**config.mk**
```make
export PLATFORM = sky130hd
export DESIGN_NAME = pwm_peripheral
export DESIGN_NICKNAME = d
export VERILOG_FILES = /design/src/rtl/pwm_peripheral.sv
export SDC_FILE = /design/constraint.sdc
export NUM_CORES = 1
export LEC_CHECK = 0
export BUFFER_PORTS_ARGS = -buffer_cell sky130_fd_sc_hd__buf_2
export CORE_UTILIZATION = 52
export CTS_CLUSTER_SIZE = 14
export DETAILED_ROUTE_END_ITERATION = 8
export PLACE_DENSITY = 0.76
export SLEW_MARGIN = 40
export SYNTH_ARGS = -nofsm -noshare
export SYNTH_HDL_FRONTEND = slang
export SYNTH_SLANG_ARGS = --single-unit
```
**constraint.sdc**
```tcl
create_clock -name clk -period 2.1 [get_ports clk]
set_input_delay 0.21 -clock clk [delete_from_list [all_inputs] [get_ports clk]]
set_output_delay 0.21 -clock clk [all_outputs]
set_load 0.02 [all_outputs]
```
**src/rtl/pwm_peripheral.sv**
```systemverilog
// ---------------------------------------------------------------------------
// pwm_peripheral
//
// Purpose:
//   Drives 16 output pins from the SPI-written control registers.
//   Each pin is driven in one of three ways:
//     - forced low,
//     - held static high, or
//     - driven by one shared 8-bit PWM waveform.
//   A clock prescaler sets the PWM period.
//   The requested duty cycle is double-buffered into a shadow register.
//   The shadow is loaded only at a period boundary, so a duty change never
//   cuts a period short or stretches it.
//
// Parameters:
//   CLK_DIV          prescaler terminal count (1..65535).
//                    One PWM step lasts CLK_DIV clk cycles.
//                    One period lasts 256*CLK_DIV clk cycles.
//
// Ports:
//   clk              system clock; all logic runs on the rising edge
//   rst              synchronous, active-high reset
//   en_reg_out_7_0   output enable, pins 7..0
//   en_reg_out_15_8  output enable, pins 15..8
//   en_reg_pwm_7_0   PWM-mode select, pins 7..0
//   en_reg_pwm_15_8  PWM-mode select, pins 15..8
//   pwm_duty_cycle   requested duty, 0x00..0xFF
//   out              registered pin drive; bit i drives pin i
//   period_start     one-cycle pulse on the first cycle of each period
//                    that follows a wrap
// ---------------------------------------------------------------------------
module pwm_peripheral #(
    parameter int unsigned CLK_DIV = 13
) (
    input  logic        clk,
    input  logic        rst,
    input  logic [7:0]  en_reg_out_7_0,
    input  logic [7:0]  en_reg_out_15_8,
    input  logic [7:0]  en_reg_pwm_7_0,
    input  logic [7:0]  en_reg_pwm_15_8,
    input  logic [7:0]  pwm_duty_cycle,
    output logic [15:0] out,
    output logic        period_start
);

    localparam logic [15:0] TICK_AT = 16'(CLK_DIV - 1);

    logic [15:0] prescaler;
    logic [7:0]  pwm_cnt;
    logic [7:0]  duty_shadow;

    logic        tick;
    logic        wrap;
    logic        pwm_sig;
    logic [15:0] en_out;
    logic [15:0] en_pwm;
    logic [15:0] pin_next;

    // Decode the step tick and the period wrap from the registered counters.
    //
    // Full duty (0xFF) is special-cased so that the pin stays high for the
    // whole period. Without it, the plain compare would leave one low step
    // at count 255.
    //
    // Pin mux, evaluated per bit:
    //   - the output enable wins over everything;
    //   - a pin that is enabled but not in PWM mode is static high.
    always_comb begin
        tick     = (prescaler == TICK_AT);
        wrap     = tick && (pwm_cnt == 8'hFF);
        pwm_sig  = (duty_shadow == 8'hFF) || (pwm_cnt < duty_shadow);
        en_out   = {en_reg_out_15_8, en_reg_out_7_0};
        en_pwm   = {en_reg_pwm_15_8, en_reg_pwm_7_0};
        pin_next = en_out & (~en_pwm | {16{pwm_sig}});
    end

    // All state lives in this one block.
    //
    // Reset puts every counter back at zero, so the first period after
    // reset starts cleanly at step 0 with duty 0x00.
    //
    // The shadow loads on the wrap edge. The new duty therefore takes effect
    // exactly when pwm_cnt returns to 0, which is the same cycle in which
    // period_start is high.
    //
    // The pins are registered and follow enable changes one cycle later,
    // with no alignment to the period.
    always_ff @(posedge clk) begin
        if (rst) begin
            prescaler    <= 16'd0;
            pwm_cnt      <= 8'd0;
            duty_shadow  <= 8'h00;
            out          <= 16'h0000;
            period_start <= 1'b0;
        end else begin
            prescaler <= tick ? 16'd0 : prescaler + 16'd1;
            if (tick) begin
                pwm_cnt <= pwm_cnt + 8'd1;
            end
            if (wrap) begin
                duty_shadow <= pwm_duty_cycle;
            end
            out          <= pin_next;
            period_start <= wrap;
        end
    end

endmodule
```
==> results.py <==
metrics = {
    "drt": {
        "vias": 1923,
        "ant_nets": 0,
        "drc": 0,
        "firstDrtPassIters": 4,
        "totalWireLength_um": 4644,
        "drtIter0Drc": 131,
        "avgViaCountPerCell": 5.283,
        "wire_per_inst_um": 12.76,
    },
    "clock_tree": {
        "clkTransAtPathRegs_ns": 0.10,
        "clockBufferDepth": 2,
        "cts_root_buffer": "clkbuf_8",
        "tritoncts": "yes",
        "numCtsBuffers": 5,
        "clock_sinks": 49,
        "h-tree-depth": 2,
        "cts.repair.resized": 0,
        "worstSkewPairLatency_ns": 0.30,
    },
    "finish": {
        "fill_cells": 347,
        "fin_cells": 364,
        "mostFrequentLayoutCells": "buf_2 (58), dfxtp_1 (49), nand2b_1 (33)",
        "num_antenna_cells": 0,
        "drive_above_1_share_pct": 26.11,
        "layout_commonest_cell": "buf_2",
        "final_nets": 365,
        "areaGrowthSynthToFinish_pct": 21.15,
    },
    "yosys": {
        "syn-cell-area_sq_mm": 0.002277,
        "synth_seq_cells": 49,
        "synthCells": 249,
        "async_flop_share_pct": 0,
        "synth_area_per_cell_sq_um": 9.145,
        "ys_seq_area_share_pct": 43.08,
        "yosysWarnings": 0,
        "ys_types": 39,
        "synth_edf_count": 0,
        "synth_top_flop_cell": "dfxtp_1",
        "synth_fp_nets": 301,
    },
    "global_routing": {
        "grt-ovfl-total": 0,
        "grt_pass1_wl_um": 7327,
        "grt_start_max_net_pins": 44,
        "gr-usage-all-layers_pct": 20.82,
        "grt_antenna_before_repair": 0,
        "grt_pass1_vias": 1758,
    },
    "floorplan": {
        "die_area_sq_mm": 0.004648,
        "die_h_um": 68.18,
        "pin_count": 59,
        "core_sq_mm": 0.004115,
        "initial_core_util_pct": 55.34,
        "num_rows": 23,
        "fp.dieW_um": 68.18,
    },
    "sta": {
        "period_minus_slack_ns": 1.927,
        "final_max_slew_viol_count": 0,
        "rsz0062_at_grt": "no",
        "setup_viol": 0,
        "finClkSkew_ns": 0.01310,
        "fmax_mhz": 519.0,
        "slew_headroom_pct": 56.53,
        "post-route-period-util_pct": 91.76,
        "setup_tns_ns": 0,
        "worst_pin_slew_ns": 0.6504,
        "hold_viol_final": 0,
    },
    "worst_setup_path": {
        "crit_path_top_delay_cell": "dfxtp_1",
        "worst-setup-path-type": "reg2reg",
        "critPathTopFamily": "simple AND/OR/NAND/NOR gates",
        "cp_data_required_time_ns": 2.29,
        "r2r_slack_ns": 0.17,
        "critPathBufInv": 1,
        "endpoint_kind": "flop",
        "start_kind": "flop",
        "cp.arrival_ns": 2.12,
        "path_cells": "inv_1 > ha_1 > nor4b_4 > nand4_2 > nor4_1 > mux2_2",
        "worstPathMaxFanout": 6,
        "cpPeakStageDelay_ns": 0.38,
    },
    "power_and_ir_drop": {
        "p_leak_uw": 0.001113,
        "ir_worst_vdd_v": 0.0002765,
        "power.density_mw_per_mm2": 591.6,
    },
    "placement": {
        "gp_congestion": 0.7640,
        "io_buffers": 58,
        "hpwl_um": 3368,
        "place_inst": 355,
    },
    "hold_path": {
        "min_path_type": "in2reg",
    },
    "run": {
        "cap_viol_max_count": 0,
    },
    "status": {
        "status": "completed",
    },
}
==> cell usage after synthesis (2+ instances only) <==
cell type | number | area [sq um]
dfxtp_1 | 49 | 980.9
nand2b_1 | 33 | 206.5
a21oi_1 | 22 | 110.1
nor2_1 | 22 | 82.58
inv_1 | 14 | 52.55
nand3_1 | 12 | 60.06
ha_1 | 10 | 125.1
nand4_1 | 10 | 62.56
xnor2_1 | 10 | 87.58
mux2i_1 | 9 | 90.09
nor4_1 | 7 | 43.79
nand2_1 | 6 | 22.52
buf_2 | 5 | 25.02
clkbuf_1 | 4 | 15.01
nor3_1 | 4 | 20.02
xor2_1 | 4 | 35.03
o31ai_1 | 3 | 22.52
or4_1 | 3 | 22.52
o21ai_0 | 2 | 10.01
==> metrics by stage <==
step | util, % | total power, uW | hold slack, ns | setup WS, ns | instance area (sq um)
6_report | 67.04 | 1632 | 0.05621 | 0.1731 | 2759
5_1_grt | 67.04 | 1702 | 0.04224 | 0.002036 | 2759
3_3_place_gp | 64.46 | 1103 | 0.3816 | 0.03085 | 2653
3_5_place_dp | 64.76 | 1105 | 0.3837 | 0.1411 | 2665
2_1_floorplan | - | 1044 | 0.2978 | 0.2400 | 2277
4_1_cts | 66.86 | 1653 | 0.05189 | 0.1063 | 2751
==> sequential cells by signal, indices dropped and copies added, names as in the netlist <==
name,flops
period_start,1
out,16
prescaler,16
duty_shadow,8
pwm_cnt,8
==> per-layer routing <==
layer / global-route usage, % / share of wire [%] / up-vias
li1: - / - / 995
met1: 24.11 / 43 / 896
met2: 37.25 / 53 / 27
met3: 5.167 / 2.5 / 5
met4: 6.250 / 0.88 / 0
met5: 0 / 0 / -
==> repair_timing <==
action,CTS,global route
hold buffers,0,0
endpoints found under the setup margin,0,3
buffers inserted,0,1
endpoints found under the hold margin,0,0
==> cell type report <==
cell class              instances  area, sq um  area share, %
multi-input cells             176         1219          44.17
flip-flops and latches         49        980.9          35.56
repair buffers                 67        357.8          12.97
clock buffers                   6        72.57          2.630
well taps                      50        62.56          2.268
inverters                      14        52.55          1.905
clock inverters                 2        13.76         0.4989
==> path summary, 6_finish.rpt <==
| check | from | to | depth (start not counted) |
|---|---|---|---|
| worst max-delay path | prescaler[0]$_SDFF_PP0_ | pwm_cnt[7]$_SDFFE_PP0P_ | 6 |
| worst min-delay path | en_reg_pwm_7_0[3] | out[3]$_SDFF_PP0_ | 2 |
| worst min register to register | duty_shadow[2]$_SDFFE_PP0P_ | duty_shadow[2]$_SDFFE_PP0P_ | 2 |
| worst max register to register | prescaler[0]$_SDFF_PP0_ | pwm_cnt[7]$_SDFFE_PP0P_ | 6 |
==> power breakdown <==
group / internal, uW / switching, uW / total [uW] / leakage [uW]
registers: 946 / 9.06 / 955 / 0.000398
logic: 66.3 / 62.4 / 129 / 0.000670
clock network: 238 / 311 / 549 / 0.0000456
==> cell families (layout without fill, tap and decap cells) <==
logic type      Yosys count  after routing  share of synthesized area (%)
mux                      10             10                          4.451
compound gates           33             33                          8.407
buf+inv                  24             89                          4.285
flops                    49             49                          43.08
fa+ha+maj                10             10                          5.495
xor+xnor                 14             14                          5.384
simple gates            109            109                          28.90
Note: power is estimated with default switching activity, not from simulation.
